### config.mk
export PLATFORM = sky130hd
export DESIGN_NAME = dmem_arbiter_flat
export DESIGN_NICKNAME = d
export VERILOG_FILES = /design/src/rtl/dmem_arbiter_if.sv /design/src/rtl/dmem_arbiter.sv /design/src/flat_wrapper.sv
export SDC_FILE = /design/constraint.sdc
export NUM_CORES = 1
export LEC_CHECK = 0
export CORE_AREA = 2 2 117 119
export CTS_BUF_LIST = sky130_fd_sc_hd__clkbuf_4
export DETAILED_ROUTE_END_ITERATION = 7
export DIE_AREA = 0 0 119 121
export MAX_ROUTING_LAYER = met4
export PLACE_DENSITY = 0.75
export SETUP_SLACK_MARGIN = 0.2
export SLEW_MARGIN = 20
export SYNTH_ARGS = -nofsm -noshare
export SYNTH_HDL_FRONTEND = slang
export SYNTH_SLANG_ARGS = --single-unit
### constraint.sdc
create_clock -name clk -period 2.6 [get_ports clk]
set_input_delay 0.39 -clock clk [delete_from_list [all_inputs] [get_ports clk]]
set_output_delay 0.39 -clock clk [all_outputs]
set_load 0.01 [all_outputs]
### src/rtl/dmem_arbiter_if.sv
// rtl/dmem_arbiter_if.sv - MEM-stage, DMA and data-memory bus bundle for dmem_arbiter
interface dmem_arbiter_if;
    logic        mem_req;
    logic        mem_we;
    logic [31:0] mem_addr;
    logic [31:0] mem_wdata;
    logic [31:0] mem_rdata;
    logic        mem_stall;

    logic        dma_req;
    logic        dma_we;
    logic [31:0] dma_addr;
    logic [31:0] dma_wdata;
    logic [31:0] dma_rdata;
    logic        dma_ack;

    logic        ram_en;
    logic        ram_we;
    logic [31:0] ram_addr;
    logic [31:0] ram_wdata;
    logic [31:0] ram_rdata;

    modport master (
        input  mem_req, mem_we, mem_addr, mem_wdata,
        output mem_rdata, mem_stall,
        input  dma_req, dma_we, dma_addr, dma_wdata,
        output dma_rdata, dma_ack,
        output ram_en, ram_we, ram_addr, ram_wdata,
        input  ram_rdata
    );

    modport slave (
        output mem_req, mem_we, mem_addr, mem_wdata,
        input  mem_rdata, mem_stall,
        output dma_req, dma_we, dma_addr, dma_wdata,
        input  dma_rdata, dma_ack,
        input  ram_en, ram_we, ram_addr, ram_wdata,
        output ram_rdata
    );
endinterface

### src/rtl/dmem_arbiter.sv
// rtl/dmem_arbiter.sv - data-memory arbiter between MEM stage and DMA; DMA port present only with DMEM_ARB_DMA_EN
module dmem_arbiter #(
    parameter int RAM_LAT    = 2,
    parameter int STARVE_MAX = 4
) (
    input  logic           clk,
    input  logic           reset,
    dmem_arbiter_if.master bus
);
    typedef enum logic [1:0] {IDLE, ISSUE, WAIT, DONE} state_t;

    state_t      state, state_nxt;
    logic [2:0]  wait_cnt, wait_cnt_nxt;
    logic        owner_dma;
    logic        lat_we;
    logic [31:0] lat_addr;
    logic [31:0] lat_wdata;
    logic [31:0] mem_rdata_q;
    logic [31:0] dma_rdata_q;
    logic        grant_dma;
    logic        any_req;

`ifdef DMEM_ARB_DMA_EN
    logic [2:0] starve_cnt;

    // MEM keeps priority until DMA has lost STARVE_MAX conflicts in a row
    assign grant_dma = bus.dma_req & (~bus.mem_req | (starve_cnt == 3'(STARVE_MAX)));

    always_ff @(posedge clk) begin
        if (reset) begin
            starve_cnt <= 3'd0;
        end else if (state == IDLE) begin
            if (grant_dma)
                starve_cnt <= 3'd0;
            else if (bus.mem_req && bus.dma_req && starve_cnt != 3'd7)
                starve_cnt <= starve_cnt + 3'd1;
        end
    end

    assign bus.dma_ack   = (state == DONE) && owner_dma;
    assign bus.dma_rdata = bus.dma_ack ? bus.ram_rdata : dma_rdata_q;
`else
    logic unused_dma;

    assign grant_dma     = 1'b0;
    assign bus.dma_ack   = 1'b0;
    assign bus.dma_rdata = 32'd0;
    assign unused_dma    = ^{bus.dma_req, bus.dma_we, bus.dma_addr, bus.dma_wdata, dma_rdata_q};
`endif

    assign any_req = bus.mem_req | grant_dma;

    always_ff @(posedge clk) begin
        if (reset) begin
            state       <= IDLE;
            wait_cnt    <= 3'd0;
            owner_dma   <= 1'b0;
            lat_we      <= 1'b0;
            lat_addr    <= 32'd0;
            lat_wdata   <= 32'd0;
            mem_rdata_q <= 32'd0;
            dma_rdata_q <= 32'd0;
        end else begin
            state    <= state_nxt;
            wait_cnt <= wait_cnt_nxt;
            if (state == IDLE && any_req) begin
                owner_dma <= grant_dma;
                lat_we    <= grant_dma ? bus.dma_we    : bus.mem_we;
                lat_addr  <= grant_dma ? bus.dma_addr  : bus.mem_addr;
                lat_wdata <= grant_dma ? bus.dma_wdata : bus.mem_wdata;
            end
            if (state == DONE) begin
                if (owner_dma)
                    dma_rdata_q <= bus.ram_rdata;
                else
                    mem_rdata_q <= bus.ram_rdata;
            end
        end
    end

    always_comb begin
        state_nxt    = state;
        wait_cnt_nxt = wait_cnt;
        case (state)
            IDLE: begin
                if (any_req)
                    state_nxt = ISSUE;
            end
            ISSUE: begin
                if (RAM_LAT == 1) begin
                    state_nxt = DONE;
                end else begin
                    state_nxt    = WAIT;
                    wait_cnt_nxt = 3'(RAM_LAT - 2);
                end
            end
            WAIT: begin
                if (wait_cnt == 3'd0)
                    state_nxt = DONE;
                else
                    wait_cnt_nxt = wait_cnt - 3'd1;
            end
            DONE:    state_nxt = IDLE;
            default: state_nxt = IDLE;
        endcase
    end

    assign bus.ram_en    = (state == ISSUE);
    assign bus.ram_we    = lat_we;
    assign bus.ram_addr  = lat_addr;
    assign bus.ram_wdata = lat_wdata;

    assign bus.mem_rdata = (state == DONE && !owner_dma) ? bus.ram_rdata : mem_rdata_q;
    assign bus.mem_stall = ~reset & bus.mem_req & ~(state == DONE && !owner_dma);
endmodule

### src/flat_wrapper.sv
// flat-port wrapper written by rule: the top's interface ports become plain ports
module dmem_arbiter_flat 
#(
    parameter int RAM_LAT    = 2,
    parameter int STARVE_MAX = 4
)
  (clk, reset, bus_mem_req, bus_mem_we, bus_mem_addr, bus_mem_wdata, bus_mem_rdata, bus_mem_stall, bus_dma_req, bus_dma_we, bus_dma_addr, bus_dma_wdata, bus_dma_rdata, bus_dma_ack, bus_ram_en, bus_ram_we, bus_ram_addr, bus_ram_wdata, bus_ram_rdata);
  dmem_arbiter_if bus_i ();
  input  logic clk;
  input  logic reset;
  input wire logic [$bits(bus_i.mem_req)-1:0] bus_mem_req;
  input wire logic [$bits(bus_i.mem_we)-1:0] bus_mem_we;
  input wire logic [$bits(bus_i.mem_addr)-1:0] bus_mem_addr;
  input wire logic [$bits(bus_i.mem_wdata)-1:0] bus_mem_wdata;
  output wire logic [$bits(bus_i.mem_rdata)-1:0] bus_mem_rdata;
  output wire logic [$bits(bus_i.mem_stall)-1:0] bus_mem_stall;
  input wire logic [$bits(bus_i.dma_req)-1:0] bus_dma_req;
  input wire logic [$bits(bus_i.dma_we)-1:0] bus_dma_we;
  input wire logic [$bits(bus_i.dma_addr)-1:0] bus_dma_addr;
  input wire logic [$bits(bus_i.dma_wdata)-1:0] bus_dma_wdata;
  output wire logic [$bits(bus_i.dma_rdata)-1:0] bus_dma_rdata;
  output wire logic [$bits(bus_i.dma_ack)-1:0] bus_dma_ack;
  output wire logic [$bits(bus_i.ram_en)-1:0] bus_ram_en;
  output wire logic [$bits(bus_i.ram_we)-1:0] bus_ram_we;
  output wire logic [$bits(bus_i.ram_addr)-1:0] bus_ram_addr;
  output wire logic [$bits(bus_i.ram_wdata)-1:0] bus_ram_wdata;
  input wire logic [$bits(bus_i.ram_rdata)-1:0] bus_ram_rdata;
  assign bus_i.mem_req = bus_mem_req;
  assign bus_i.mem_we = bus_mem_we;
  assign bus_i.mem_addr = bus_mem_addr;
  assign bus_i.mem_wdata = bus_mem_wdata;
  assign bus_mem_rdata = bus_i.mem_rdata;
  assign bus_mem_stall = bus_i.mem_stall;
  assign bus_i.dma_req = bus_dma_req;
  assign bus_i.dma_we = bus_dma_we;
  assign bus_i.dma_addr = bus_dma_addr;
  assign bus_i.dma_wdata = bus_dma_wdata;
  assign bus_dma_rdata = bus_i.dma_rdata;
  assign bus_dma_ack = bus_i.dma_ack;
  assign bus_ram_en = bus_i.ram_en;
  assign bus_ram_we = bus_i.ram_we;
  assign bus_ram_addr = bus_i.ram_addr;
  assign bus_ram_wdata = bus_i.ram_wdata;
  assign bus_i.ram_rdata = bus_ram_rdata;
  dmem_arbiter #(.RAM_LAT(RAM_LAT), .STARVE_MAX(STARVE_MAX)) u_core (.clk(clk), .reset(reset), .bus(bus_i));
endmodule
# Word level (Yosys, flattened, before mapping)

Cells that the tools add are included.

Latch bits: 0
Bits in read-only memories: 0
Memory bits (writable): 0
Input bits: 166
Output and inout bits: 132
Flip-flop bits (word level): 102
Memories: 0

Multiplexer cells: 6
Multiply operators: 0
Divide/modulo/power cells: 0
Bitwise logic cells: 4
Shifts and indexed selects: 0
Eq/ne operators: 6
Reductions and logical operators: 6
Add/subtract/negate cells: 1
$lt $le $gt $ge: 0

Operator list:

| operator                                                                | count |
|---|---|
| 32-bit two-way mux                                                      | 1 |
| 2-bit case mux with 4 select lines                                      | 1 |
| 3-bit case mux with 2 select lines                                      | 1 |
| 2-bit equality test, second input constant                              | 2 |
| 2-bit two-way mux                                                       | 2 |
| 2-bit inequality test, second input constant                            | 2 |
| 2-bit AND reduction                                                     | 2 |
| 3-bit logical NOT                                                       | 1 |
| 3-bit two-way mux                                                       | 1 |
| 3-bit by 1-bit subtractor with 3-bit output, second input constant      | 1 |
| 1-bit bitwise AND                                                       | 2 |
| 2-bit by 1-bit equality test with 1-bit output, second input constant   | 1 |
| 2-bit logical NOT                                                       | 1 |
| 2-bit by 1-bit inequality test with 1-bit output, second input constant | 1 |
| 1-bit NOT                                                               | 2 |
| 2-bit nonzero test                                                      | 1 |
| 1-bit logical AND                                                       | 1 |

# Logic depth before layout (Yosys ltp)

Word-level depth: 3
Mapped depth: 7
Gate-level depth less buffers: 6

# Least setup slack after synthesis

OpenSTA, ideal clock, no wires.

Path kind: register to output
Start: register u_core.state[0]
End: output bus_mem_rdata[0]
Arrival: 1.154 ns
Buffers on the path: 2
Cell stages (with the launch flop): 5
Slack: 1.056 ns
Path through: dfxtp_1 > ha_1 > buf_6 > buf_6 > mux2_2

Cells in the longest elaborated chain, start to end: 2

Ends and longest elaborated chain:

| item                     | RTL line            | RTL |
|---|---|---|
| start: declaration       | dmem_arbiter.sv:12  | `state_t state, state_nxt;` |
| start signal: assignment | dmem_arbiter.sv:64  | `state <= state_nxt;` |
| 2-bit equality test      | dmem_arbiter.sv:113 | `assign bus.mem_rdata = (state == DONE && !owner_dma) ? bus.ram_rdata : mem_rdata_q;` |
| 32-bit two-way mux       | dmem_arbiter.sv:113 |  |
| end: declaration         | flat_wrapper.sv:15  | `output wire logic [$bits(bus_i.mem_rdata)-1:0] bus_mem_rdata;` |

Every way passes these cells.

# Worst setup path after layout

Start: register u_core.state[0]
End: output bus_mem_rdata[30]

Same word-level chain as after synthesis.

==> flow_summary.json <==
{
  "seqCellArea_um2": 2050,
  "insertion_delay_ns": 0.45,
  "detailed_route_vias_per_instance": 4.27,
  "die_w_um": 119,
  "multiInputGateArea_um2": 1830,
  "core.rowCount": 42,
  "power.density_cell_area_nw_per_um2": 697,
  "layout.core_utilization": 0.484,
  "drt_wl_total_mm": 10.7,
  "core_um2": 13100,
  "timing.final.max_slew_violations": 0,
  "endpoint_kind": "output port",
  "dp_cells": 804,
  "setup.worst_path.class": "reg -> out",
  "antenna_diode_instance_count": 0,
  "dpl-instance-area_um2": 6170,
  "numClockSinks": 102,
  "cts_hold_buffers": 0,
  "cellLeakagePower_uw": 0.00257,
  "critical-path-max-stage-delay_ns": 0.40,
  "detailed_place_hpwl_mm": 7.76,
  "synth_compound_area_frac": 0.0891,
  "synth.yosys.seq_area_share": 0.488,
  "finalCriticalPeriod_ns": 2.31,
  "detailedRoute.firstIterationViolations": 174,
  "areaGrowthSynthToFinish_pct": 51.3,
  "number_of_buffers_on_the_longest_clock_path": 2,
  "synth.cell_area_um2": 4190,
  "synth_top_family_by_area": "simple AND/OR/NAND/NOR gates",
  "drv.max_cap_violation_count": 0,
  "post_drt_wl_per_cell_um": 13.0,
  "synth_async_sr_flop_share": 0,
  "cts-buffers-inserted": 9,
  "critical_path.cell_chain": "ha_4 > buf_4 > buf_12 > mux2_2 > dlygate4sd2_1",
  "rr_startpoint": "u_core.state[1]",
  "path_clk_slew_ns": 0.14,
  "first_global_vias": 3414,
  "post-route-worst-setup-slack_ns": 0.289,
  "vdd_drop_max_uv": 288,
  "outcome": "complete, no violations",
  "ys_top_cells_by_area": "dfxtp_1 49%, nand2_1 12%, mux2_4 9.7%, a21oi_1 7.9%, buf_4 7.2%",
  "synth-seq-cells": 102,
  "pre_cts_slack_ns": 0.284,
  "synth_top_cell_by_area": "dfxtp_1",
  "synthCells": 455,
  "required_ns": 2.21,
  "netlist_top_cells_count": "131 x nand2_1, 102 x dfxtp_1, 66 x a21oi_1",
  "n_fill_cell": 1230,
  "maximum_number_of_pins_on_one_net_before_global_route_repair": 66,
  "slew_headroom": 0.592,
  "setup-violations-final": 0,
  "first_pass_grt_wire_length_mm": 16.8,
  "primary_ff_master_synth": "dfxtp_1",
  "layoutNonFillerInstCount": 825,
  "die_height_um": 121,
  "period_share": 0.889,
  "synth_enable_flop_cells": 0,
  "routed-via-count": 3526,
  "simple_gate_share_of_the_synthesized_area": 0.184,
  "number_of_h_tree_levels": 3,
  "yosys.cell_count.top_type": "nand2_1",
  "antenna_violating_nets_post_route": 0,
  "cts_root_buf": "clkbuf_4",
  "i_o_pins": 298,
  "worst_slew_pin_slew_ns": 0.612,
  "clock_tree_from_tritoncts": "built",
  "critPathLaunchType": "flip-flop",
  "grtUsageTotal": 0.150,
  "critical-path-slowest-cell": "dfxtp_4",
  "muxShareOfSynthArea": 0.110,
  "gr-total-overflow": 0,
  "hold_start": "reset",
  "setup_repair_after_global_routing_missed_its_margin": "true",
  "detail_route.drc_violations": 0,
  "grt_antenna_before_repair": 0,
  "post-route-cell-area_um2": 6330,
  "finClkSkew_ns": 0.00844,
  "sum_of_negative_setup_slack_ns": 0,
  "dr.pass1.iters": 4,
  "count_of_unique_library_cells_instantiated_by_yosys": 24,
  "maxClockFrequency_ghz": 0.433,
  "routabilityCongestion": 0.798,
  "start_util": 0.320,
  "share_of_layout_cells_above_drive_strength_1": 0.0986,
  "die_outline_area_um2": 14400,
  "yosys.area_share.xor_xnor": 0,
  "number_of_nets_in_the_layout": 817,
  "timing.hold.worst.class": "in -> reg",
  "yosysTopAreaCellShare": 0.488,
  "portBuffers": 198,
  "yosys_warnings": 0,
  "synth-adder-area-share": 0.0209,
  "path_max_fanout": 10,
  "timing_hold_violations_final": 0,
  "avgSynthCellArea_um2": 9.20,
  "crit_start": "u_core.state[0]",
  "cp_data_arrival_time_ns": 1.92
}
layout by cell type (no fill, tap or decap), types with 5 or more instances in the layout:
master and count:
clkdlybuf4s50_1 164, nand2_1 130, dfxtp_1 100, a21oi_1 66, conb_1 33, dlygate4sd2_1 33
nor2b_1 30, mux2_4 27, clkbuf_4 10, inv_1 6, ha_1 6, mux2_2 5
buf_12 5
path summary, 6_finish.rpt:
kind                                    to  slack [ns]  depth (start not counted)
setup / recovery         bus_mem_rdata[30]        0.29                          5
hold / removal       u_core.mem_rdata_q[2]        0.39                          2
setup reg to reg  u_core.bus.ram_wdata[11]        0.83                          7
hold reg to reg         u_core.wait_cnt[0]        0.46                          1
where the power goes:
group          total (µW)  switching (µW)  internal [µW]  leakage (µW)
clock                 788             494            294     0.0000750
combinational        1720             807            917       0.00167
sequential           1900             110           1790      0.000833
routing by layer:
layer | vias to the layer above | track usage | routed length (µm)
met5 | - | - | 0
met2 | 135 | 0.251 | 5380
li1 | 1764 | - | -
met4 | 0 | 0.0737 | 272
met1 | 1610 | 0.171 | 4430
met3 | 17 | 0.0329 | 622
critical path, delay by kind of cell, from the launching register on:
family                   cells  cell delay [ns]
buffers and inverters        3             0.56
multiplexers                 1             0.34
flip-flops                   1             0.40
adder cells (fa/ha/maj)      1             0.17
timing repair:
| item | in CTS | in global routing |
|---|---|---|
| resized for setup | 38 | 1 |
| setup endpoints to repair | 33 | 4 |
| buffers inserted | 4 | 1 |
| pin swaps | 1 | 0 |
state kept, by name, summed over array words and instances, names as in the netlist:
signal and cells:
u_core.state 2, u_core.bus.ram_addr 32, u_core.wait_cnt 3, u_core.mem_rdata_q 32, u_core.bus.ram_wdata 32, u_core.bus.ram_we 1
cell families (layout without fill, tap and decap cells):
| logic type | Yosys count | count (layout) |
|---|---|---|
| other | 1 | 33 |
| adders and majority gates | 7 | 7 |
| AOI/OAI and AO/OA | 72 | 72 |
| buffers and inverters | 68 | 230 |
| DFF | 102 | 102 |
| and+or+nand+nor | 173 | 173 |
| muxes | 32 | 32 |
per-stage QoR:
stage / hold WS [ns] / power [µW]
global placement: 0.424 / 3650
finish: 0.388 / 4420
detailed placement: 0.434 / 3700
global route: 0.383 / 4700
CTS: 0.331 / 4500
floorplan: 0.411 / 2900
area by class of cell:
type,instances,area share
clock buffers,10,0.0119
clock inverters,6,0.00830
inverters,6,0.00356
multi-input cells,317,0.289
flip-flops and latches,102,0.323
well taps,176,0.0348
repair buffers,208,0.329
Power figures use the tool's default switching activity.
